--- src/rtl/muldiv_unit.sv ---
// Multi-cycle MULT/MULTU/DIV/DIVU unit driving one HI/LO register-file write port.
// Multiply done MUL_LATENCY cycles after acceptance, divide after 34; flush cancels, start while busy is dropped.
module muldiv_unit #(
  parameter int MUL_LATENCY = 3
) (
  input  logic        clk,
  input  logic        reset,
  input  logic        start,
  input  logic [1:0]  op,
  input  logic [31:0] src_a,
  input  logic [31:0] src_b,
  input  logic        flush,
  output logic        busy,
  output logic        done,
  output logic        hi_wen,
  output logic [31:0] hi_wdata,
  output logic        lo_wen,
  output logic [31:0] lo_wdata
);

  typedef enum logic [1:0] {IDLE, MUL, DIV, FIX} state_t;

  localparam logic [4:0] MUL_LAST = 5'((MUL_LATENCY > 1) ? MUL_LATENCY - 2 : 0);

  state_t      r_state, w_state_nxt;
  logic        r_uns;
  logic [31:0] r_a, r_b, r_rem, r_quo, r_hi, r_lo;
  logic [4:0]  r_cnt;
  logic        r_busy, r_done;

  logic        w_ld, w_busy_nxt, w_done_nxt;
  logic [4:0]  w_cnt_nxt;
  logic [31:0] w_rem_nxt, w_quo_nxt, w_hi_nxt, w_lo_nxt;

  function automatic logic [31:0] f_abs(input logic [31:0] v);
    return v[31] ? (~v + 32'd1) : v;
  endfunction

  // With a 1-cycle latency the product is taken straight from the issuing operands.
  logic [31:0] w_ma, w_mb;
  logic        w_msgn;
  logic [63:0] w_ma_x, w_mb_x, w_prod;
  assign w_ma   = (r_state == IDLE) ? src_a : r_a;
  assign w_mb   = (r_state == IDLE) ? src_b : r_b;
  assign w_msgn = (r_state == IDLE) ? ~op[0] : ~r_uns;
  assign w_ma_x = {{32{w_msgn & w_ma[31]}}, w_ma};
  assign w_mb_x = {{32{w_msgn & w_mb[31]}}, w_mb};
  assign w_prod = w_ma_x * w_mb_x;

  // Restoring divider: 33-bit shifted partial remainder against the divisor magnitude.
  logic [31:0] w_dvs, w_a_mag, w_sub, w_q_fix, w_r_fix;
  logic [32:0] w_shift;
  logic        w_fits;
  assign w_dvs   = r_uns ? r_b : f_abs(r_b);
  assign w_a_mag = op[0] ? src_a : f_abs(src_a);
  assign w_shift = {r_rem, r_quo[31]};
  assign w_fits  = (w_shift >= {1'b0, w_dvs});
  assign w_sub   = w_shift[31:0] - w_dvs;

  assign w_q_fix = r_uns                 ? r_quo :
                   (r_b == 32'd0)        ? 32'hFFFF_FFFF :
                   (r_a[31] ^ r_b[31])   ? (~r_quo + 32'd1) : r_quo;
  assign w_r_fix = (r_uns || !r_a[31]) ? r_rem : (~r_rem + 32'd1);

  always_comb begin
    w_state_nxt = r_state;
    w_ld        = 1'b0;
    w_busy_nxt  = 1'b0;
    w_done_nxt  = 1'b0;
    w_cnt_nxt   = r_cnt;
    w_rem_nxt   = r_rem;
    w_quo_nxt   = r_quo;
    w_hi_nxt    = r_hi;
    w_lo_nxt    = r_lo;
    case (r_state)
      IDLE: begin
        if (start && !flush) begin
          w_ld      = 1'b1;
          w_cnt_nxt = 5'd0;
          if (op[1]) begin
            w_state_nxt = DIV;
            w_busy_nxt  = 1'b1;
            w_rem_nxt   = 32'd0;
            w_quo_nxt   = w_a_mag;
          end else if (MUL_LATENCY == 1) begin
            w_done_nxt           = 1'b1;
            {w_hi_nxt, w_lo_nxt} = w_prod;
          end else begin
            w_state_nxt = MUL;
            w_busy_nxt  = 1'b1;
          end
        end
      end
      MUL: begin
        if (r_cnt == MUL_LAST) begin
          w_state_nxt          = IDLE;
          w_done_nxt           = 1'b1;
          {w_hi_nxt, w_lo_nxt} = w_prod;
        end else begin
          w_cnt_nxt  = r_cnt + 5'd1;
          w_busy_nxt = 1'b1;
        end
      end
      DIV: begin
        w_busy_nxt = 1'b1;
        w_rem_nxt  = w_fits ? w_sub : w_shift[31:0];
        w_quo_nxt  = {r_quo[30:0], w_fits};
        w_cnt_nxt  = r_cnt + 5'd1;
        if (r_cnt == 5'd31) w_state_nxt = FIX;
      end
      FIX: begin
        w_state_nxt = IDLE;
        w_done_nxt  = 1'b1;
        w_hi_nxt    = w_r_fix;
        w_lo_nxt    = w_q_fix;
      end
      default: w_state_nxt = IDLE;
    endcase
    // Flush cancels whatever would have completed; the previous result stays visible.
    if (flush) begin
      w_state_nxt = IDLE;
      w_busy_nxt  = 1'b0;
      w_done_nxt  = 1'b0;
      w_hi_nxt    = r_hi;
      w_lo_nxt    = r_lo;
    end
  end

  always_ff @(posedge clk) begin
    if (reset) r_state <= IDLE;
    else       r_state <= w_state_nxt;
  end

  always_ff @(posedge clk) begin
    if (reset) begin
      r_busy <= 1'b0;
      r_done <= 1'b0;
      r_hi   <= 32'd0;
      r_lo   <= 32'd0;
      r_cnt  <= 5'd0;
      r_rem  <= 32'd0;
      r_quo  <= 32'd0;
      r_uns  <= 1'b0;
      r_a    <= 32'd0;
      r_b    <= 32'd0;
    end else begin
      r_busy <= w_busy_nxt;
      r_done <= w_done_nxt;
      r_hi   <= w_hi_nxt;
      r_lo   <= w_lo_nxt;
      r_cnt  <= w_cnt_nxt;
      r_rem  <= w_rem_nxt;
      r_quo  <= w_quo_nxt;
      if (w_ld) begin
        r_uns <= op[0];
        r_a   <= src_a;
        r_b   <= src_b;
      end
    end
  end

  assign busy     = r_busy;
  assign done     = r_done;
  assign hi_wen   = r_done;
  assign lo_wen   = r_done;
  assign hi_wdata = r_hi;
  assign lo_wdata = r_lo;

endmodule

--- config.mk ---
export PLATFORM = sky130hd
export DESIGN_NAME = muldiv_unit
export DESIGN_NICKNAME = d
export VERILOG_FILES = /design/src/rtl/muldiv_unit.sv
export SDC_FILE = /design/constraint.sdc
export NUM_CORES = 2
export LEC_CHECK = 0
export ABC_AREA = 1
export CAP_MARGIN = 20
export CORE_MARGIN = 2
export CORE_UTILIZATION = 36
export CTS_CLUSTER_DIAMETER = 100
export CTS_CLUSTER_SIZE = 40
export DETAILED_ROUTE_END_ITERATION = 10
export SLEW_MARGIN = 20
export SYNTH_ARGS = -nofsm -noshare
export SYNTH_HDL_FRONTEND = slang
export SYNTH_SLANG_ARGS = --single-unit
export TNS_END_PERCENT = 20
--- constraint.sdc ---
create_clock -name clk -period 9.49 [get_ports clk]
set_input_delay 1.4235 -clock clk [delete_from_list [all_inputs] [get_ports clk]]
set_output_delay 1.4235 -clock clk [all_outputs]
set_load 0.1 [all_outputs]
==> flow_summary.ini <==
[global_routing]
busiest_layer = met2
met3_usage = 0.0452
antenna_found_initial = 6
met2_usage = 0.456
grt_pass1_vias = 49200
grt_overflow = 0
grt_max_degree = 92
grt.met1_usage = 0.382
grt_pass1_wl_um = 314000
grt_use_total = 0.285

[sta]
setup_viol = 0
drv_slew = 0
period_needed_ns = 9.24
rsz0062_at_grt = no
finClkSkew_ns = 0.0319
fin_ws_ns = 0.250
relSlewSlack = 0.254
min_period_over_period = 0.974
worst_pin_slew_ns = 1.12
max_freq_ghz = 0.108
timing.final.hold_violations = 0

[floorplan]
die_h_um = 386
die_area_um2 = 149000
core_area_um2 = 145000
rows = 140
start_util = 0.362
ioPinCount = 138
die_x_um = 386

[hold_path]
hold_class = reg2reg

[placement]
place_hpwl_um = 181000
dp_worst_setup_slack_ns = -0.549
routabilityCongestion = 0.995
portBuffers = 137

[synthesis]
avgSynthCellArea_um2 = 7.55
synth_ff_type = dfxtp_1
synthCells = 6949
async_reset_ff_frac = 0
ys_seq_elements = 202
synth_cell_types = 48
syn_area_um2 = 52500
synth_edf_count = 0
synth_nets = 8401
yosysSeqAreaShare = 0.0770
ys_warn_count = 0

[clock_tree]
root_buffer = clkbuf_16
clk_pin_slew_ns = 0.12
numClockSinks = 202
hold_buffers = 0
cts_buffer_depth = 3
cts_max_level = 1
cts_inserted_buffers = 10
clkLatencyLatePin_ns = 0.52
cts_tree = built

[worst_setup_path]
slowest_delay_ns = 0.59
cpMaxStageDelayCell = fa_1
cp-end-kind = register
critical_path.startpoint_type = input port
cp_max_fo = 17
crit_type = in2reg
path_common_cell = fa_1
arrival_ns = 9.65
critical_path_required_ns = 9.90

[finish]
areaGrowthSynthToFinish_pct = 17.1
nFillCells = 14800
drive_gt1_frac = 0.107
final_nets = 8931

[drt]
wl_per_cell_um = 22.2
first_iter_violations = 4202
dr.pass1.iters = 6
drc = 0
ant_nets = 0
via_per_inst = 5.10
routed_wirelength_um = 209000
via_count = 47900

[outcome]
outcome = finished, final reports clean

[flow_run]
cap_violations = 0
[synth_stat cells (2+ instances only)]
| library cell | number | area share |
|---|---|---|
| nor2_2 | 8 | 0.00095 |
| and3_1 | 4 | 0.00048 |
| nand2_1 | 1452 | 0.10 |
| nand3_1 | 231 | 0.022 |
| o21a_1 | 5 | 0.00072 |
| xnor2_1 | 30 | 0.0050 |
| o211ai_1 | 22 | 0.0031 |
| a21o_1 | 11 | 0.0016 |
| nor4_1 | 11 | 0.0013 |
| a31o_2 | 2 | 0.00033 |
| o21bai_1 | 15 | 0.0021 |
| dfxtp_1 | 202 | 0.077 |
| clkinv_1 | 11 | 0.00079 |
| clkbuf_1 | 231 | 0.017 |
| inv_2 | 12 | 0.00086 |
| buf_4 | 3 | 0.00043 |
| nand4_1 | 45 | 0.0054 |
| buf_6 | 5 | 0.0011 |
| nand3b_1 | 16 | 0.0023 |
| nor3_4 | 2 | 0.00062 |
| buf_2 | 23 | 0.0022 |
| or2_2 | 14 | 0.0017 |
| and2_0 | 2 | 0.00024 |
| nor3_1 | 34 | 0.0032 |
| nor3_2 | 6 | 0.0011 |
| o21ai_2 | 8 | 0.0013 |
| a21oi_1 | 345 | 0.033 |
| xor2_1 | 62 | 0.010 |
| inv_1 | 1552 | 0.11 |
| nor2_1 | 780 | 0.056 |
| o21ai_1 | 43 | 0.0041 |
| ha_1 | 256 | 0.061 |
| fa_1 | 1126 | 0.43 |
| buf_1 | 16 | 0.0011 |
| nand2_2 | 10 | 0.0012 |
| a31oi_1 | 27 | 0.0032 |
| a211oi_1 | 32 | 0.0046 |
| a21boi_0 | 5 | 0.00072 |
| o21ai_0 | 281 | 0.027 |
[metal layers]
layer | vias up | wire length (um) | part of all wire
li1 | 21700 | - | -
met1 | 24000 | 86000 | 0.41
met2 | 1844 | 94400 | 0.45
met3 | 363 | 16800 | 0.080
met4 | 2 | 11900 | 0.057
met5 | - | 9 | 0.000043
[logic make-up after synthesis]
| family | share of synthesized area |
|---|---|
| AOI/OAI and AO/OA | 0.0825 |
| xor gates and xnor gates | 0.0153 |
| adders and majority gates | 0.490 |
| buffers and inverters | 0.134 |
| DFF | 0.0770 |
| and+or+nand+nor | 0.201 |
[state kept, by name, summed over array words and instances (netlist names), 2 cells and up]
register and count:
hi_wdata 32, lo_wdata 32, r_a 32, r_b 32, r_cnt 5, r_quo 32, r_rem 32, r_state 2
[worst max-delay path, delay by kind of cell]
kind / cells / cell delay (ns)
adders and majority gates: 9 / 4.24
buffers and inverters: 11 / 1.47
AOI/OAI and AO/OA: 5 / 1.31
and+or+nand+nor: 7 / 1.17
[cell usage in the layout (no fill, tap or decap), drive strengths merged, types with 30 or more instances in the layout]
master	count
clkdlybuf4s50	136
nor2	789
ha	256
o21ai	332
xor2	62
a21oi	345
xnor2	30
nand4	45
fa	1126
inv	1564
nand2	1463
dfxtp	202
nor3	42
nand3	232
a211oi	32
buf	659
[repair_timing]
| action | 4_1_cts | 5_1_grt |
|---|---|---|
| setup endpoints to repair | 1 | 25 |
| gates cloned | 0 | 1 |
| resized for setup | 1 | 9 |
| setup buffers | 0 | 4 |
[final timing paths]
path | from | endpoint | slack [ns] | depth (start not counted)
worst max-delay path | src_b[6] | lo_wdata[30]$_SDFFE_PP0P_ | 0.25 | 32
worst min register to register | r_a[6]$_SDFFE_PP0P_ | r_a[6]$_SDFFE_PP0P_ | 0.47 | 2
worst max register to register | r_state[0]$_SDFFE_PP0P_ | lo_wdata[30]$_SDFFE_PP0P_ | 0.46 | 32
worst min-delay path | r_a[6]$_SDFFE_PP0P_ | r_a[6]$_SDFFE_PP0P_ | 0.47 | 2
[final cells by class]
type,instances,area [um2],area share
inverter,1575,5920,0.0964
multi-input combinational,4894,41600,0.677
clock buffer,11,275,0.00448
sequential,202,4040,0.0658
tap,1917,2400,0.0390
clock inverter,5,73.8,0.00120
timing repair inverter,1,7.51,0.000122
antenna,2,5.00,0.0000814
timing repair buffer,795,7100,0.115
[metrics by stage]
| stage | instance area (um2) | cells | setup TNS, ns | hold slack (ns) | utilization |
|---|---|---|---|---|---|
| after detailed placement | 61000 | 9379 | -3.15 | 0.457 | 0.420 |
| after global placement | 61000 | 9379 | -3.02 | 0.444 | 0.420 |
| after floorplan | 52500 | 6949 | 0 | 0.424 | - |
| after CTS | 61400 | 9395 | 0 | 0.474 | 0.423 |
| after global routing | 61500 | 9400 | 0 | 0.498 | 0.423 |
| final | 61500 | 9402 | 0 | 0.470 | 0.423 |
Power is left out: the tool's default activity adds up to more than one toggle a clock period on the data nets, which glitch-free logic cannot reach.
